File: src/rtl/uart_pkg.sv
// Definitions shared by the UART receiver and transmitter: FSM state encoding,
// parity mode codes and the default oversampling ratio.
package uart_pkg;

    typedef enum logic [2:0] {
        IDLE   = 3'd0,
        START  = 3'd1,
        DATA   = 3'd2,
        PARITY = 3'd3,
        STOP   = 3'd4
    } uart_state_t;

    localparam logic [1:0] PAR_NONE     = 2'b00;
    localparam logic [1:0] PAR_ODD      = 2'b01;
    localparam logic [1:0] PAR_EVEN     = 2'b10;
    localparam logic [1:0] PAR_NONE_ALT = 2'b11;

    localparam int OVERSAMPLE_DEF = 16;

    function automatic logic parity_enabled(input logic [1:0] mode);
        return (mode == PAR_ODD) || (mode == PAR_EVEN);
    endfunction

endpackage

File: src/rtl/rx_synchronizer.sv
// N-stage flop chain bringing the asynchronous rx line into the clk domain.
// Flops reset to 1 so the line looks idle while reset is held.
module rx_synchronizer #(
    parameter int SYNC_STAGES = 2
) (
    input  logic clk,
    input  logic reset,
    input  logic i_d,
    output logic o_q
);

    logic [SYNC_STAGES-1:0] r_chain;

    always_ff @(posedge clk or posedge reset) begin
        if (reset) begin
            r_chain <= '1;
        end else begin
            r_chain <= {r_chain[SYNC_STAGES-2:0], i_d};
        end
    end

    assign o_q = r_chain[SYNC_STAGES-1];

endmodule

File: src/rtl/receiver_fsm.sv
// UART receive engine: oversampled, mid-bit sampling of start/data/parity/stop
// fields with frame configuration latched at the start edge.
module receiver_fsm
    import uart_pkg::*;
#(
    parameter int OVERSAMPLE  = OVERSAMPLE_DEF,
    parameter int SYNC_STAGES = 2
) (
    input  logic       clk,
    input  logic       reset,
    input  logic       rx,
    input  logic       sam_tick,
    input  logic [1:0] parity,
    input  logic       stop_bit,
    input  logic       bits_num,
    output logic [7:0] data_out,
    output logic       rx_done,
    output logic       parity_error,
    output logic       frame_error
);

    localparam int TW = $clog2(OVERSAMPLE);
    localparam logic [TW-1:0] MID_TICK  = TW'(OVERSAMPLE / 2 - 1);
    localparam logic [TW-1:0] LAST_TICK = TW'(OVERSAMPLE - 1);

    uart_state_t r_state;
    logic [TW-1:0] r_tick;
    logic [2:0]    r_bit;
    logic [7:0]    r_shift;
    logic [1:0]    r_par_mode;
    logic          r_stop2;
    logic          r_bits8;
    logic          r_par_flag;
    logic          r_frame_flag;

    logic          w_rx_s;
    logic          w_at_sample;
    logic [7:0]    w_shift_next;
    logic          w_last_bit;
    logic          w_par_exp;
    logic          w_last_stop;

    rx_synchronizer #(.SYNC_STAGES(SYNC_STAGES)) u_sync (
        .clk   (clk),
        .reset (reset),
        .i_d   (rx),
        .o_q   (w_rx_s)
    );

    assign w_at_sample  = sam_tick && (r_tick == LAST_TICK);
    assign w_shift_next = {w_rx_s, r_shift[7:1]};
    assign w_last_bit   = (r_bit == (r_bits8 ? 3'd7 : 3'd6));
    assign w_par_exp    = (r_par_mode == PAR_ODD) ? ~(^r_shift) : (^r_shift);
    assign w_last_stop  = (r_bit[0] == r_stop2);

    // rx_done is a valid-only strobe: one clk high per completed frame, with
    // data_out/parity_error/frame_error updated on that same edge and held until
    // the next strobe. There is no ready; the consumer must capture it.
    always_ff @(posedge clk or posedge reset) begin
        if (reset) begin
            r_state      <= IDLE;
            r_tick       <= '0;
            r_bit        <= '0;
            r_shift      <= '0;
            r_par_mode   <= PAR_NONE;
            r_stop2      <= 1'b0;
            r_bits8      <= 1'b0;
            r_par_flag   <= 1'b0;
            r_frame_flag <= 1'b0;
            data_out     <= 8'h00;
            rx_done      <= 1'b0;
            parity_error <= 1'b0;
            frame_error  <= 1'b0;
        end else begin
            rx_done <= 1'b0;
            case (r_state)
                IDLE: begin
                    if (!w_rx_s) begin
                        r_state      <= START;
                        r_tick       <= '0;
                        r_shift      <= '0;
                        r_par_mode   <= parity;
                        r_stop2      <= stop_bit;
                        r_bits8      <= bits_num;
                        r_par_flag   <= 1'b0;
                        r_frame_flag <= 1'b0;
                    end
                end
                START: begin
                    if (sam_tick) begin
                        if (r_tick == MID_TICK) begin
                            r_tick <= '0;
                            r_bit  <= '0;
                            r_state <= w_rx_s ? IDLE : DATA;
                        end else begin
                            r_tick <= r_tick + 1'b1;
                        end
                    end
                end
                DATA: begin
                    if (w_at_sample) begin
                        r_tick <= '0;
                        if (w_last_bit) begin
                            r_bit   <= '0;
                            // 7-bit words land in [7:1]; one more shift aligns bit 0
                            r_shift <= r_bits8 ? w_shift_next : {1'b0, w_shift_next[7:1]};
                            r_state <= parity_enabled(r_par_mode) ? PARITY : STOP;
                        end else begin
                            r_bit   <= r_bit + 1'b1;
                            r_shift <= w_shift_next;
                        end
                    end else if (sam_tick) begin
                        r_tick <= r_tick + 1'b1;
                    end
                end
                PARITY: begin
                    if (w_at_sample) begin
                        r_tick     <= '0;
                        r_par_flag <= (w_rx_s != w_par_exp);
                        r_state    <= STOP;
                    end else if (sam_tick) begin
                        r_tick <= r_tick + 1'b1;
                    end
                end
                STOP: begin
                    if (w_at_sample) begin
                        r_tick <= '0;
                        if (w_last_stop) begin
                            data_out     <= r_shift;
                            parity_error <= r_par_flag;
                            frame_error  <= r_frame_flag | ~w_rx_s;
                            rx_done      <= 1'b1;
                            r_state      <= IDLE;
                        end else begin
                            r_frame_flag <= r_frame_flag | ~w_rx_s;
                            r_bit        <= r_bit + 1'b1;
                        end
                    end else if (sam_tick) begin
                        r_tick <= r_tick + 1'b1;
                    end
                end
                default: r_state <= IDLE;
            endcase
        end
    end

endmodule

File: config.mk
export PLATFORM = sky130hd
export DESIGN_NAME = receiver_fsm
export DESIGN_NICKNAME = d
export VERILOG_FILES = /design/src/rtl/uart_pkg.sv /design/src/rtl/rx_synchronizer.sv /design/src/rtl/receiver_fsm.sv
export SDC_FILE = /design/constraint.sdc
export NUM_CORES = 1
export LEC_CHECK = 0
export ABC_AREA = 0
export CORE_MARGIN = 10
export CORE_UTILIZATION = 55
export DETAILED_ROUTE_END_ITERATION = 8
export DONT_BUFFER_PORTS = 1
export PLACE_DENSITY_LB_ADDON = 0.1
export SLEW_MARGIN = 20
export SYNTH_ARGS = -nofsm -noshare
export SYNTH_HDL_FRONTEND = slang
export SYNTH_SLANG_ARGS = --single-unit
File: constraint.sdc
create_clock -name clk -period 3.45 [get_ports clk]
set_input_delay 0 -clock clk [delete_from_list [all_inputs] [get_ports clk]]
set_output_delay 0 -clock clk [all_outputs]
set_load 0.01 [all_outputs]
# Word-level counts from Yosys, hierarchy flattened
# Index checks and enable logic that the tools add are counted.
[totals] reg_bits=37 inputBits=8 out_inout_bits=11 wordCells=98
[classes] addsub=2 n_eq_ne=21 n_mux=40 bitwise_logic=3 n_reduce_logical=18
[op_table] operator="two-way mux 3 bit" count=15
[op_table] operator="two-way mux 8 bit" count=4
[op_table] operator="two-way mux 4 bit" count=5
[op_table] operator="inequality test 2 bit, second input constant" count=9
[op_table] operator="case mux 8 bit (2 select lines)" count=1
[op_table] operator="case mux 3 bit (5 select lines)" count=1
[op_table] operator="case mux 4 bit (3 select lines)" count=1
[op_table] operator="two-way mux 1 bit" count=9
[op_table] operator="case mux 3 bit (3 select lines)" count=1
[op_table] operator="AND reduction 3 bit" count=3
[op_table] operator="AND reduction 4 bit" count=2
[op_table] operator="AND reduction 8 bit" count=1
[op_table] operator="XOR reduction 8 bit" count=1
[op_table] operator="== test 3 x 2 -> 1 bit, second input constant" count=2
[op_table] operator="AND reduction 6 bit" count=1
[op_table] operator="nonzero test 2 bit" count=3
[op_table] operator="nonzero test 3 bit" count=2
[op_table] operator="adder 4 x 1 -> 4 bit, second input constant" count=1
[op_table] operator="== test 4 x 3 -> 1 bit, second input constant" count=1
[op_table] operator="== test 4 bit, second input constant" count=1
[op_table] operator="case mux 1 bit (2 select lines)" count=2
[op_table] operator="adder 3 x 1 -> 3 bit, second input constant" count=1
[op_table] operator="== test 3 x 1 -> 1 bit, second input constant" count=1
[op_table] operator="== test 3 bit" count=1
[op_table] operator="14 further kinds" count=15

# Longest topological paths before layout
[logic_depth] word_depth=6 ltp_mapped=7 ltp_nobuf=7

# Hierarchy
# A second synthesis with hierarchy kept.
[hier_totals] cells_unflattened=190 hier_area_um2=2029.4
[by_module_without_submodules] module="receiver_fsm" n_inst=1 cells_per_inst=187 area_each_um2=1973.1 seq_area_each_um2=875.8
[by_module_without_submodules] module="rx_synchronizer" n_inst=1 cells_per_inst=3 area_each_um2=56.3 seq_area_each_um2=52.6

# Worst setup path before layout
# OpenSTA, ideal clock, no wires.
[synth_path] kind="reg-to-reg" start="register r_tick[0]" end="register r_state[0]" arrival_ns=1.661 required_time_ns=3.385 path_slack_ns=1.724 stages_incl_launch_ff=7 cell_sequence="dfrtp_1 -> ha_1 -> nand4_2 -> o311ai_1 -> a22oi_1 -> a2111oi_0 -> a21o_1"
[synth_between] elab_chain_cells=4
[synth_lines] item="start, declared" line="receiver_fsm.sv:27" text="logic [TW-1:0] r_tick;"
[synth_lines] item="start signal, assigned" line="receiver_fsm.sv:96" text="r_tick <= r_tick + 1'b1;"
[synth_lines] item="start signal, assigned" line="receiver_fsm.sv:113" text="r_tick <= r_tick + 1'b1;"
[synth_lines] item="start signal, assigned" line="receiver_fsm.sv:122" text="r_tick <= r_tick + 1'b1;"
[synth_lines] item="== test 4 bit" line="receiver_fsm.sv:50" text="assign w_at_sample = sam_tick && (r_tick == LAST_TICK);"
[synth_lines] item="logical AND 1 bit" line="receiver_fsm.sv:50"
[synth_lines] item="inequality test 2 bit (no line)"
[synth_lines] item="AND reduction 8 bit (no line) (*)"
[synth_lines] item="end signal, assigned" line="receiver_fsm.sv:94" text="r_state <= w_rx_s ? IDLE : DATA;"
[synth_lines] item="end signal, assigned" line="receiver_fsm.sv:107" text="r_state <= parity_enabled(r_par_mode) ? PARITY : STOP;"
[synth_lines] item="end, declared" line="receiver_fsm.sv:26" text="uart_state_t r_state;"
# Mark *: on every way between the ends. The rest lies on a longest branch, timed or not.
# A chain may end at the register's enable or synchronous reset.

# Worst setup path in the final report
[layout_path] start="register r_tick[0]" end="register data_out[7]"
[layout_between] elab_chain_cells=3
[layout_lines] item="== test 4 bit" line="receiver_fsm.sv:50"
[layout_lines] item="logical AND 1 bit" line="receiver_fsm.sv:50"
[layout_lines] item="AND reduction 3 bit (no line)"
[layout_lines] item="end signal, assigned" line="receiver_fsm.sv:129" text="data_out <= r_shift;"
[layout_lines] item="end, declared" line="receiver_fsm.sv:16" text="output logic [7:0] data_out,"
# No other way between the ends.

==> results.yml <==
outcome:
  status: "complete, no violations"
timing:
  rsz0062_at_grt: "no"
  final-setup-viol-count: 0
  tns_ns: 0
  period_share_pct: 57.95
  fmax_mhz: 500.1
  hold_viol: 0
  drv_slew: 0
  min_period_ns: 1.999
  tightest_slew_ns: 0.7877
  slew_headroom_pct: 47.20
  skew_ns: 0.01250
setup_path:
  critPathMaxFanout: 12
  ff2ff_path_depth: 5
  worstSetupPathType: "reg -> reg"
  cp.arrival_ns: 2.24
  cp_slowest_cell: "mux2_2"
  r2r_end: "data_out[7]"
  rr_startpoint: "r_tick[0]"
  setup.worst_path.start: "r_tick[0]"
  critical_path.max_stage_delay_ns: 0.44
  start_kind: "flip-flop"
  endpoint: "data_out[7]"
  critPathCaptureType: "flip-flop"
  crit_path_cell_trace: "ha_1 -> nand4_2 -> nor2_1 -> nand3_1 -> mux2_2"
  required_ns: 3.69
  worst-r2r-setup-slack_ns: 1.45
detailed_routing:
  detail_route.vias_per_cell: 5.814
  antenna_left: 0
  wl_per_cell_um: 15.51
  drt-pass1-iter-count: 4
  finalWirelength_mm: 3.582
  drt-initial-drc-count: 96
  route.vias.total: 1343
  drc: 0
power:
  powerDensity_mw_per_mm2: 569.4
  finalPower_uw: 1152
  leakage_uw: 0.0008806
  ir_drop_mv: 0.4765
yosys:
  ys_types: 37
  yosysSeqAreaShare_pct: 49.60
  synth_area_mm2: 0.001872
  synth_seq_cells: 37
  synth_top_area_share_pct: 46.79
  synth.net_count: 189
  synth.avg_cell_area_um2: 10.52
  synth_area_leaders: "dfrtp_1 (47%), mux2_2 (8.4%), o21ai_0 (4.3%)"
  ys_warn_count: 0
  synth_area_leader_cell: "dfrtp_1"
  synth_cells: 178
cts:
  path_clk_slew_ns: 0.11
  clock_sinks: 37
  cts_buffers: 5
  clk_latency_ns: 0.35
  cts-root-buf: "clkbuf_4"
  cts_tree: "yes"
  cts_htree_levels: 2
  cts_max_path_buffers: 2
global_routing:
  grt_pass1_vias: 1287
  grt_pass1_wl_mm: 6.127
  antenna_found_initial: 0
  grt_usage_pct: 12.17
  grt_overflow_total: 0
  grt_max_degree: 31
cells_and_area:
  fin_nets: 195
  n_fill_cell: 288
  multi_input_area_um2: 873.3
  final_util_pct: 61.11
  regArea_um2: 928.4
  n_antenna_cell: 0
  synthToLayoutAreaGrowth_pct: 8.088
  drive_above_1_share_pct: 14.59
job:
  maxCapViolations: 0
placed_design:
  place_congestion: 0.8742
  io_buffers: 0
  dp_hpwl_mm: 2.559
die:
  core_area_mm2: 0.003311
  die_y_um: 78.34
  die_area_mm2: 0.006136
  initial_core_util_pct: 56.54
  die_width_um: 78.34
  ios: 19
  row_count: 21
worst_hold_path:
  hp-class: "in -> async"
## layout make-up
type                    instances  share of cell area (%)
flip-flops and latches         37                   45.89
clock buffers                   5                   1.855
clock inverters                 3                   1.113
repair buffers                  8                   3.834
inverters                       7                   1.299
well taps                      46                   2.845
multi-input cells             125                   43.17
## stage by stage
stage	hold slack [ns]	setup slack (ns)	cell area, µm²	cells
global route	0.03499	1.275	2023	231
CTS	0.007438	1.442	2023	231
global placement	-0.1495	1.518	1893	216
floorplan	0.004478	1.724	1872	178
detailed placement	-0.1421	1.425	1893	216
finish	0.02798	1.451	2023	231
## flip-flops by register name, indices dropped and copies added, names as in the netlist
name,flops
data_out,8
frame_error,1
parity_error,1
r_bit,3
r_bits8,1
r_frame_flag,1
r_par_flag,1
r_par_mode,2
r_shift,8
r_state,3
r_stop2,1
r_tick,4
rx_done,1
u_sync.r_chain,2
## cells in the final DEF, fill, tap and decap left out, types with 3 or more instances in the layout
| cell | n |
|---|---|
| nand3_1 | 14 |
| o31ai_1 | 3 |
| xor2_1 | 3 |
| dfrtp_1 | 35 |
| inv_1 | 7 |
| mux2i_1 | 7 |
| o21ai_0 | 16 |
| nor2b_1 | 3 |
| dlygate4sd3_1 | 7 |
| xnor2_1 | 9 |
| nor2_1 | 10 |
| a31oi_1 | 3 |
| clkbuf_4 | 5 |
| mux2_2 | 14 |
| nand2_1 | 11 |
| ha_1 | 3 |
| a21oi_1 | 4 |
## synthesized netlist by cell type
library cell and number:
nor3_2 1, nand4_1 1, nand3_1 14, o31a_1 1
a22o_1 2, a21o_1 2, nor2b_1 3, inv_1 7
dfstp_2 2, o22ai_1 1, dfrtp_1 35, clkbuf_1 3
buf_2 5, o32ai_1 1, buf_4 1, xnor2_1 9
xor2_1 3, nor2_1 10, nand2_1 11, a2111oi_0 1
o21bai_1 1, or3_1 2, a31oi_1 3, a22oi_1 2
nand2b_1 1, nand4_2 1, a21oi_1 4, mux2i_1 7
ha_1 3, mux2_2 14, nor3b_1 2, o31ai_1 3
o21ai_0 16, o311ai_1 1, nor3_1 2, nand3b_1 2
a311o_1 1
## cell families (layout without fill, tap and decap cells)
kind of cell	count (synthesis)	after routing	share of synthesized area [%]
and+or+nand+nor	50	50	13.64
AOI/OAI and AO/OA	39	39	13.24
DFF	37	37	49.60
muxes	21	21	12.17
buffers and inverters	16	23	3.743
xor gates and xnor gates	12	12	5.615
adders and majority gates	3	3	2.006
## report_power, final
part,internal (µW),switching [µW]
registers,490,92.7
clock network,80.6,151
logic,156,181
total,727,425
## worst min-delay path by stage
stage | from | end | slack, ns
floorplan | rx | u_sync.r_chain[0] | 0.004
global placement | reset | r_tick[3] | -0.15
detailed placement | reset | r_tick[2] | -0.14
CTS | sam_tick | r_tick[2] | 0.007
global route | reset | r_tick[2] | 0.03
finish | reset | r_tick[2] | 0.03
## per-layer routing
| metal | routed length (µm) | global-route usage (%) | vias to the layer above |
|---|---|---|---|
| met3 | 318 | 6.492 | 4 |
| met2 | 1604 | 17.60 | 50 |
| met5 | 0 | 0 | - |
| met4 | 29 | 2.151 | 0 |
| met1 | 1629 | 15.91 | 635 |
| li1 | - | - | 654 |
## critical path, delay by kind of cell (launching register included)
| family | cells | cell delay, ns |
|---|---|---|
| adders and majority gates | 1 | 0.25 |
| DFF | 1 | 0.40 |
| muxes | 1 | 0.44 |
| and+or+nand+nor | 3 | 0.81 |
## what timing repair did
item,CTS,global route
buffers inserted,0,0
hold buffers,7,0
hold endpoints to repair,43,0
endpoints found under the setup margin,0,0
gates resized for setup,0,0
Power figures use the tool's default switching activity.
